$ cat config.mk
export PLATFORM = sky130hd
export DESIGN_NAME = enc_pipe_encoder
export DESIGN_NICKNAME = d
export VERILOG_FILES = /design/src/rtl/enc_pipe_encoder.sv
export SDC_FILE = /design/constraint.sdc
export NUM_CORES = 1
export LEC_CHECK = 0
export ABC_AREA = 1
export BUFFER_PORTS_ARGS = -buffer_cell sky130_fd_sc_hd__buf_2
export CORE_UTILIZATION = 40
export DETAILED_ROUTE_END_ITERATION = 6
export PLACE_DENSITY = 0.67
export SLEW_MARGIN = 10
export SYNTH_ARGS = -nofsm -noshare
export SYNTH_HDL_FRONTEND = slang
export SYNTH_SLANG_ARGS = --single-unit
$ cat constraint.sdc
create_clock -name clk -period 5.1 [get_ports clk]
set_input_delay 0.765 -clock clk [delete_from_list [all_inputs] [get_ports clk]]
set_output_delay 0.765 -clock clk [all_outputs]
set_load 0.01 [all_outputs]
$ cat src/rtl/enc_pipe_encoder.sv
// Two-stage SEC-DED (extended Hamming) encoder with valid/ready handshakes on both sides.
// Optional error-injection port and XOR stage enabled by defining ENC_ERR_INJECT_EN.
module enc_pipe_encoder #(
  parameter int CNT_W = 16
) (
  input  logic             clk,
  input  logic             rst,
  input  logic             in_valid,
  output logic             in_ready,
  input  logic [31:0]      data_in,
  input  logic [1:0]       codeword_width,
`ifdef ENC_ERR_INJECT_EN
  input  logic [31:0]      err_inj_mask,
`endif
  output logic             out_valid,
  input  logic             out_ready,
  output logic [31:0]      codeword,
  output logic [1:0]       out_width,
  output logic [CNT_W-1:0] enc_count
);

  function automatic logic [2:0] popcnt5(input logic [4:0] v);
    return {2'd0, v[0]} + {2'd0, v[1]} + {2'd0, v[2]} + {2'd0, v[3]} + {2'd0, v[4]};
  endfunction

  // Data bit j takes the j-th (pm1)-bit column with >= 2 ones; the top check bit is overall parity.
  function automatic logic [5:0] check_bits(input logic [25:0] data, input int pm1);
    logic [4:0] syn;
    logic [4:0] idx;
    logic [4:0] vv;
    logic       ovr;
    syn = 5'd0;
    idx = 5'd0;
    for (int v = 3; v < 32; v++) begin
      vv = v[4:0];
      if ((v < (32'sd1 << pm1)) && (popcnt5(vv) >= 3'd2)) begin
        if (data[idx]) begin
          syn = syn ^ vv;
        end else begin
          syn = syn;
        end
        idx = idx + 5'd1;
      end
    end
    ovr = (^data) ^ (^syn);
    return {1'b0, syn} | ({5'd0, ovr} << pm1);
  endfunction

  function automatic logic [31:0] width_mask(input logic [1:0] w);
    logic [31:0] m;
    case (w)
      2'd0:    m = 32'h0000_00FF;
      2'd1:    m = 32'h0000_FFFF;
      default: m = 32'hFFFF_FFFF;
    endcase
    return m;
  endfunction

  logic             r_v1;
  logic [25:0]      r_d1;
  logic [1:0]       r_w1;
  logic             r_v2;
  logic [31:0]      r_cw;
  logic [1:0]       r_ow;
  logic [CNT_W-1:0] r_cnt;
`ifdef ENC_ERR_INJECT_EN
  logic [31:0]      r_m1;
`endif

  logic        w_in_ready;
  logic        w_in_xfer;
  logic        w_out_xfer;
  logic        w_s2_load;
  logic [25:0] w_din_m;
  logic [1:0]  w_w_norm;
  logic [5:0]  w_chk;
  logic [31:0] w_cw;
  logic        w_unused;

  assign w_unused   = ^data_in[31:26];
  assign w_in_ready = ~r_v1 | ~r_v2 | out_ready;
  assign w_in_xfer  = in_valid & w_in_ready;
  assign w_out_xfer = r_v2 & out_ready;
  assign w_s2_load  = r_v1 & (~r_v2 | out_ready);
  assign w_w_norm   = (codeword_width == 2'd3) ? 2'd2 : codeword_width;

  // Drop data bits at and above D so they can never reach the codeword.
  always_comb begin
    w_din_m = 26'd0;
    case (codeword_width)
      2'd0:    w_din_m = {22'd0, data_in[3:0]};
      2'd1:    w_din_m = {15'd0, data_in[10:0]};
      default: w_din_m = data_in[25:0];
    endcase
  end

  // Assemble {data, check bits} for the width carried in stage 1.
  always_comb begin
    w_chk = 6'd0;
    w_cw  = 32'd0;
    case (r_w1)
      2'd0: begin
        w_chk = check_bits(r_d1, 3);
        w_cw  = {24'd0, r_d1[3:0], w_chk[3:0]};
      end
      2'd1: begin
        w_chk = check_bits(r_d1, 4);
        w_cw  = {16'd0, r_d1[10:0], w_chk[4:0]};
      end
      default: begin
        w_chk = check_bits(r_d1, 5);
        w_cw  = {r_d1, w_chk};
      end
    endcase
  end

  // Stage 1: capture masked data and normalised width.
  always_ff @(posedge clk) begin
    if (rst) begin
      r_v1 <= 1'b0;
      r_d1 <= 26'd0;
      r_w1 <= 2'd0;
`ifdef ENC_ERR_INJECT_EN
      r_m1 <= 32'd0;
`endif
    end else if (w_in_xfer) begin
      r_v1 <= 1'b1;
      r_d1 <= w_din_m;
      r_w1 <= w_w_norm;
`ifdef ENC_ERR_INJECT_EN
      r_m1 <= err_inj_mask & width_mask(w_w_norm);
`endif
    end else if (w_s2_load) begin
      r_v1 <= 1'b0;
    end else begin
      r_v1 <= r_v1;
    end
  end

  // Stage 2: register the codeword; held while the downstream side stalls.
  always_ff @(posedge clk) begin
    if (rst) begin
      r_v2 <= 1'b0;
      r_cw <= 32'd0;
      r_ow <= 2'd0;
    end else if (w_s2_load) begin
      r_v2 <= 1'b1;
`ifdef ENC_ERR_INJECT_EN
      r_cw <= w_cw ^ r_m1;
`else
      r_cw <= w_cw;
`endif
      r_ow <= r_w1;
    end else if (w_out_xfer) begin
      r_v2 <= 1'b0;
    end else begin
      r_v2 <= r_v2;
    end
  end

  // Count codewords accepted downstream; wraps naturally.
  always_ff @(posedge clk) begin
    if (rst) begin
      r_cnt <= {CNT_W{1'b0}};
    end else if (w_out_xfer) begin
      r_cnt <= r_cnt + {{(CNT_W-1){1'b0}}, 1'b1};
    end else begin
      r_cnt <= r_cnt;
    end
  end

  assign in_ready  = w_in_ready;
  assign out_valid = r_v2;
  assign codeword  = r_cw;
  assign out_width = r_ow;
  assign enc_count = r_cnt;

endmodule

==> results of run 1 <==
## state kept, by name, indices dropped and copies added (netlist names)
name and count:
enc_count 16, r_w1 2, codeword 32, out_valid 1
r_v1 1, out_width 2, r_d1 26
## final timing paths
check                                                  to                 startpoint  slack [ps]
worst max-delay path                 r_d1[2]$_SDFFE_PP0P_                  out_ready        2760
worst min register to register  codeword[18]$_SDFFE_PP0P_  codeword[18]$_SDFFE_PP0P_         460
worst max register to register       r_d1[2]$_SDFFE_PP0P_     out_valid$_SDFFE_PP0P_        2970
worst min-delay path            codeword[18]$_SDFFE_PP0P_  codeword[18]$_SDFFE_PP0P_         460
## power groups by stage
stage	Clock, mW	Sequential, mW	Combinational [mW]
2_1_floorplan	0	0.681	0.356
3_3_place_gp	0	0.687	0.437
3_5_place_dp	0	0.687	0.441
4_1_cts	0.762	0.673	0.443
5_1_grt	0.786	0.677	0.505
6_report	0.751	0.674	0.440
## layout by cell type, fill, tap and decap left out, types with 2 or more instances in the layout
master,Yosys,layout
sky130_fd_sc_hd__nand2_4,4,4
sky130_fd_sc_hd__a21oi_2,2,2
sky130_fd_sc_hd__a31oi_1,11,11
sky130_fd_sc_hd__nand4_1,4,4
sky130_fd_sc_hd__nand2_2,36,36
sky130_fd_sc_hd__buf_2,1,83
sky130_fd_sc_hd__nor2_1,31,30
sky130_fd_sc_hd__nand2_1,268,268
sky130_fd_sc_hd__nand3_1,48,48
sky130_fd_sc_hd__inv_1,71,71
sky130_fd_sc_hd__buf_4,1,4
sky130_fd_sc_hd__xor2_1,4,4
sky130_fd_sc_hd__nand3_2,10,10
sky130_fd_sc_hd__nand3b_1,2,2
sky130_fd_sc_hd__o221ai_1,2,2
sky130_fd_sc_hd__nor3_1,5,5
sky130_fd_sc_hd__dfxtp_1,80,80
sky130_fd_sc_hd__clkbuf_16,0,9
sky130_fd_sc_hd__a211oi_1,8,8
sky130_fd_sc_hd__nor2_2,3,4
sky130_fd_sc_hd__a21oi_1,64,64
sky130_fd_sc_hd__clkinv_4,0,2
sky130_fd_sc_hd__bufinv_16,0,3
sky130_fd_sc_hd__xnor2_1,4,4
sky130_fd_sc_hd__o21ai_0,24,24
sky130_fd_sc_hd__inv_2,24,24
## kinds of logic after synthesis
group | share of synthesized area, %
fa+ha+maj | 0.2669
buf+inv | 10.33
simple gates | 39.24
compound gates | 14.15
xor+xnor | 1.842
flops | 34.17
## stage by stage
stage / hold WS [ps] / utilization, % / instance area, sq um / instances / total power, mW
final: 463.3 / 48.53 / 5542 / 965 / 1.865
after CTS: 462.7 / 48.53 / 5542 / 965 / 1.879
after floorplan: 450.6 / - / 4687 / 745 / 1.037
after detailed placement: 452.8 / 45.51 / 5196 / 949 / 1.129
after global routing: 483.6 / 48.53 / 5542 / 965 / 1.969
after global placement: 450.5 / 45.51 / 5196 / 949 / 1.124
## final cells by class
cell class	count	area, sq um
fillers	1177	5877
multi-input cells	542	2604
flip-flops and latches	80	1602
repair buffers	87	445.4
inverters	97	366.6
clock buffers	10	229.0
well taps	143	178.9
clock inverters	6	116.4
## metal layers
layer	wire length, um	vias up
met5	0	-
met4	187	0
met3	679	21
met2	5320	124
met1	5494	2106
li1	-	2506
## tightest hold or removal path, delay by kind of cell, from the launching register on
family	cells	cell delay, ps
simple gates	1	60
compound gates	1	60
flops	1	310
==> run_results.csv, run 1 <==
group,metric,value,unit
timing,rsz_0062_raised_after_global_routing,"no",
worst_setup_path,required,5360,ps
timing,tightestPinTransition,1160,ps
timing,finalMaxSlewViolations,0,
finish,drive_gt1_share,22.75,%
logic_synthesis,netlist-cell-type-count,39,
global_route,grt_first_pass_wirelength,19.46,mm
floorplanning,initial_core_utilization,41.05,%
floorplanning,design.core.area,11420,sq um
worst_setup_path,path_max_fanout,40,
global_route,final_global_route_overflow_total,0,
logic_synthesis,ys_warn_count,0,
placed_design,globalplace.congestion,0.8460,
detailed_routing,initialDrtViolationCount,244,
global_route,maximum_number_of_pins_on_one_net_before_global_route_repair,55,
detailed_routing,wl,11.68,mm
logic_synthesis,sequential_element_share_of_the_synthesized_area,34.17,%
cts,clk_path_buf_depth,2,
power,clock_power_share,40.3,%
cts,cts-resized-gates,0,
detailed_routing,route.detailed.drc,0,
cts,clockRootBuffer,"sky130_fd_sc_hd__clkbuf_16",
cts,ctsHoldBuffers,0,
cts,clock_sinks,80,
worst_setup_path,crit_buf_inv,4,
detailed_routing,avgViaCountPerCell,4.930,
global_route,groute.layer.met3.usage,4.586,%
cts,cts_made_buffers,9,
cts,tritoncts,"yes",
logic_synthesis,ys_dominant_reg_cell,"sky130_fd_sc_hd__dfxtp_1",
global_route,met2_usage,35.36,%
power,switching_share,31.09,%
placed_design,dp_worst_setup_slack,2435,ps
min_path,hold_class,"reg2reg",
worst_setup_path,crit_chain,"buf_2 > inv_1 > nand2_1 > nor2_1 > nor2_1 > buf_4 > inv_1 > o21ai_0 > a21oi_1",
power,p_comb_share,23.6,%
detailed_routing,route.detailed.wl_per_inst,12.11,um
power,leakagePower,2.629,nW
timing,final_setup_violation_count,0,
global_route,grtUsageTotal,20.50,%
timing,layout_worst_path_cycle_share,45.84,%
worst_setup_path,critPathLaunchType,"input pin",
floorplanning,die_area,12150,sq um
worst_setup_path,number_of_cell_instances_on_the_worst_register_to_register_path,7,
logic_synthesis,number_of_flops_mapped_to_enable_cells_by_yosys,0,
cts,post-cts-setup-buffers,0,
finish,num-nets-final,856,
finish,antenna_cells_inserted,0,
logic_synthesis,netlist.area_leader.share,34.17,%
logic_synthesis,synthesized_area,4687,sq um
flow_run,drv.max_cap_violation_count,0,
timing,max_clock_freq,427.8,MHz
worst_setup_path,critPathArrivalTime,2600,ps
global_route,gr-usage-met1,25.12,%
floorplanning,die_x,110.2,um
min_path,hold_path_depth,2,
logic_synthesis,asyncSetResetFlopFracSynth,0,%
power,seq_power_share,36.1,%
global_route,first_global_vias,4266,
logic_synthesis,post-synth-top-count-cell,"sky130_fd_sc_hd__nand2_1",
timing,clock-skew-final,7.704,ps
worst_setup_path,critPathCaptureType,"register",
worst_setup_path,worst_path_dominant_cell_family,"buffers and inverters",
power,max-vdd-ir-drop,0.0002256,V
logic_synthesis,yosysTopAreaCell,"sky130_fd_sc_hd__dfxtp_1",
global_route,antenna_violations_before_repair,0,
power,p_sw,0.5798,mW
floorplanning,ios,90,
worst_setup_path,worstSetupPathDepth,9,
detailed_routing,route.vias.total,4757,
worst_setup_path,crit_type,"in2reg",
logic_synthesis,syn_avg_cell_area,6.291,sq um
power,power_report.internal_total,1.285,mW
worst_setup_path,worst_stage_delay_on_the_critical_path,860,ps
logic_synthesis,synth_cells,745,
logic_synthesis,synth.ff_latch_count,80,
logic_synthesis,synth_top_cells_by_count,"sky130_fd_sc_hd__nand2_1, sky130_fd_sc_hd__dfxtp_1, sky130_fd_sc_hd__inv_1, sky130_fd_sc_hd__a21oi_1, sky130_fd_sc_hd__nand3_1",
cts,clock_latency,340,ps
floorplanning,floorplan.rows,39,
timing,tns,0,ps
timing,timing_hold_violations_final,0,
placed_design,post-dp-hpwl,8.575,mm
finish,layout-area-overhead-vs-synth,18.23,%
detailed_routing,ant_nets,0,
global_route,global_route_hottest_layer,"met2",
detailed_routing,detail_route.first_pass.iterations,4,
cts,clkTransAtPathRegs,60,ps
logic_synthesis,post_synth_main_area_contributors,"sky130_fd_sc_hd__dfxtp_1, sky130_fd_sc_hd__nand2_1, sky130_fd_sc_hd__a21oi_1, sky130_fd_sc_hd__inv_1, sky130_fd_sc_hd__nand3_1",
placed_design,buffer_ports.inserted,83,
cts,clock_tree.htree_level_count,3,
timing,worst_slew_margin_rel,22.56,%
floorplanning,die_height,110.2,um
worst_setup_path,critPathSlowestCell,"sky130_fd_sc_hd__inv_1",
outcome,run_status,"complete, no violations",
power,p_per_area,336.6,nW/um^2
logic_synthesis,syn-num-nets,784,
timing,finalWorstSetupSlack,2762,ps
timing,timing.final.crit_period,2338,ps
Power figures use the tool's default switching activity.
==> run 2, diff against run 1 <==
- PLACE_DENSITY: 0.67 -> 0.69
- clock period: 5.1 -> 2.1 ns (I/O delays scaled with it)
==> run_results.csv, run 2 (same netlist as run 1, synthesis figures left out) <==
group,metric,value,unit
outcome,run_status,"complete, no violations",
floorplanning,floorplan.rows,39,
global_route,antenna_violations_before_repair,0,
worst_setup_path,critPathArrivalTime,2110,ps
power,leakagePower,2.656,nW
worst_setup_path,crit_chain,"inv_2 > nand3_1 > nand2_1 > inv_1 > nand2_1 > nand3_1 > nand3_1 > nand2_2 > clkinv_1 > nand2_1 > nand3_2 > nand2_1 > nand2_1 > nand3_2 > a21oi_2",
cts,clkTransAtPathRegs,70,ps
worst_setup_path,crit_buf_inv,3,
min_path,worst_hold_path.endpoint,"r_d1[14]$_SDFFE_PP0P_",
min_path,hold_path_depth,3,
worst_setup_path,worst_path_dominant_cell_family,"simple AND/OR/NAND/NOR gates",
worst_setup_path,crit_type,"reg2reg",
placed_design,post_dp_cell_area,5261,sq um
cts,clock_latency,340,ps
detailed_routing,initialDrtViolationCount,294,
placed_design,dp.cells,956,
cts,post-cts-setup-buffers,0,
min_path,hold_class,"in2reg",
detailed_routing,route.vias.total,4735,
timing,hold-worst-slack,236.2,ps
floorplanning,design.core.area,11420,sq um
finish,final.fill_count,1193,
finish,final_design_area_no_fill,5597,sq um
detailed_routing,avgViaCountPerCell,4.871,
worst_setup_path,critPathCaptureType,"register",
placed_design,post-dp-hpwl,8.778,mm
worst_setup_path,path_max_fanout,6,
global_route,maximum_number_of_pins_on_one_net_before_global_route_repair,54,
cts,clock_sinks,80,
global_route,grt_first_pass_wirelength,19.77,mm
timing,layout_worst_path_cycle_share,90.38,%
worst_setup_path,crit-reg2reg-capture,"codeword[5]$_SDFFE_PP0P_",
floorplanning,initial_core_utilization,41.05,%
timing,final_setup_violation_count,0,
flow_run,drv.max_cap_violation_count,0,
finish,drive_gt1_share,25.33,%
worst_setup_path,worst_stage_delay_on_the_critical_path,480,ps
detailed_routing,ant_nets,0,
finish,multiInputGateArea,2619,sq um
worst_setup_path,number_of_cell_instances_on_the_worst_register_to_register_path,15,
timing,finalMaxSlewViolations,0,
power,max-vdd-ir-drop,0.0007942,V
power,fin_total_pwr,4.349,mW
worst_setup_path,critPathLaunchType,"register",
detailed_routing,wl,11.89,mm
worst_setup_path,crit_path_frequent_cell,"sky130_fd_sc_hd__nand2_1",
cts,clk_path_buf_depth,2,
finish,layout-area-overhead-vs-synth,19.41,%
floorplanning,die_height,110.2,um
cts,clock_tree.htree_level_count,3,
global_route,first_global_vias,4371,
timing,timing.final.crit_period,1898,ps
finish,max_ffs_per_register,32,
timing,tightestPinTransition,595.7,ps
worst_setup_path,critPathSlowestCell,"sky130_fd_sc_hd__dfxtp_1",
global_route,grtUsageTotal,20.79,%
timing,clock-skew-final,6.732,ps
cts,cts_made_buffers,9,
timing,worst_slew_margin_rel,60.29,%
worst_setup_path,required,2310,ps
cts,clockRootBuffer,"sky130_fd_sc_hd__clkbuf_16",
finish,num-nets-final,863,
floorplanning,die_x,110.2,um
finish,final_cell_mix,"sky130_fd_sc_hd__nand2_1, sky130_fd_sc_hd__buf_2, sky130_fd_sc_hd__inv_1, sky130_fd_sc_hd__dfxtp_1, sky130_fd_sc_hd__a21oi_1",
worst_setup_path,critical_path.reg2reg.startpoint,"r_d1[9]$_SDFFE_PP0P_",
finish,sequential_cell_area,1619,sq um
detailed_routing,route.detailed.wl_per_inst,12.24,um
timing,timing_hold_violations_final,0,
detailed_routing,route.detailed.drc,0,
detailed_routing,detail_route.first_pass.iterations,5,
placed_design,buffer_ports.inserted,83,
min_path,hp-start,"data_in[14]",
finish,final_common_cell,"sky130_fd_sc_hd__nand2_1",
timing,tns,0,ps
finish,antenna_cells_inserted,0,
global_route,final_global_route_overflow_total,0,
cts,tritoncts,"yes",
floorplanning,ios,90,
floorplanning,die_area,12150,sq um
timing,max_clock_freq,526.9,MHz
placed_design,globalplace.congestion,0.8497,
power,p_per_area,777.0,nW/um^2
worst_setup_path,reg2reg_slack,200,ps
finish,final_cells,972,
==> run 2: cell count changes in the layout (fill, tap and decap cells not counted), moves of 2 or more <==
cell	delta
sky130_fd_sc_hd__dfxtp_2	+11
sky130_fd_sc_hd__bufinv_16	-2
sky130_fd_sc_hd__dfxtp_1	-12
sky130_fd_sc_hd__inv_6	+2
sky130_fd_sc_hd__buf_4	+6
==> run 2: metal layers <==
metal / GRT usage (%) / wire [um] / up-vias
met5: 0 / 0 / -
met4: 5.451 / 82 / 0
met3: 4.409 / 681 / 8
met2: 35.76 / 5506 / 114
met1: 26.26 / 5622 / 2087
li1: - / - / 2526
==> run 2: what timing repair did <==
| item | CTS | global route |
|---|---|---|
| gates resized for setup | 0 | 16 |
| endpoints found under the hold margin | 0 | 0 |
| setup endpoints to repair | 0 | 4 |
| hold buffers | 0 | 0 |
==> run 2: where the power goes <==
group / total (mW) / switching [mW] / internal, mW / leakage (nW)
sequential: 1.63 / 0.0635 / 1.57 / 0.656
combinational: 1.10 / 0.704 / 0.394 / 1.85
clock: 1.62 / 0.682 / 0.934 / 0.147
total: 4.35 / 1.45 / 2.90 / 2.66
==> run 2: cell type report <==
type | count | area share, %
Tap cell | 143 | 3.197
Multi-Input combinational cell | 542 | 46.79
Sequential cell | 80 | 28.93
Clock buffer | 9 | 4.024
Inverter | 97 | 6.550
Timing Repair Buffer | 94 | 9.121
Clock inverter | 7 | 1.386
==> run 2: worst register-to-register path: stages (launching register included) <==
cell and delay, ps:
sky130_fd_sc_hd__dfxtp_1 480, sky130_fd_sc_hd__inv_2 110, sky130_fd_sc_hd__nand3_1 100, sky130_fd_sc_hd__nand2_1 110, sky130_fd_sc_hd__inv_1 90, sky130_fd_sc_hd__nand2_1 90
sky130_fd_sc_hd__nand3_1 90, sky130_fd_sc_hd__nand3_1 90, sky130_fd_sc_hd__nand2_2 110, sky130_fd_sc_hd__clkinv_1 100, sky130_fd_sc_hd__nand2_1 100, sky130_fd_sc_hd__nand3_2 80
sky130_fd_sc_hd__nand2_1 70, sky130_fd_sc_hd__nand2_1 50, sky130_fd_sc_hd__nand3_2 60, sky130_fd_sc_hd__a21oi_2 50
==> run 2: through the flow <==
stage               util (%)  setup slack (ps)
detailed placement     46.08             103.9
floorplan                  -             408.6
finish                 49.01             202.0
global placement       46.08             143.8
global route           49.01            -5.936
CTS                    48.73             93.20
==> run 2: worst max-delay path by stage <==
stage / startpoint / to / slack (ps) / depth (start not counted)
floorplan: out_valid$_SDFFE_PP0P_ / enc_count[15]$_SDFFE_PP0P_ / 410 / 13
global placement: r_d1[10]$_SDFFE_PP0P_ / codeword[5]$_SDFFE_PP0P_ / 140 / 17
detailed placement: r_d1[10]$_SDFFE_PP0P_ / codeword[5]$_SDFFE_PP0P_ / 100 / 17
CTS: r_d1[10]$_SDFFE_PP0P_ / codeword[5]$_SDFFE_PP0P_ / 90 / 17
global route: enc_count[0]$_SDFFE_PP0P_ / enc_count[14]$_SDFFE_PP0P_ / -6 / 11
finish: r_d1[9]$_SDFFE_PP0P_ / codeword[5]$_SDFFE_PP0P_ / 200 / 15
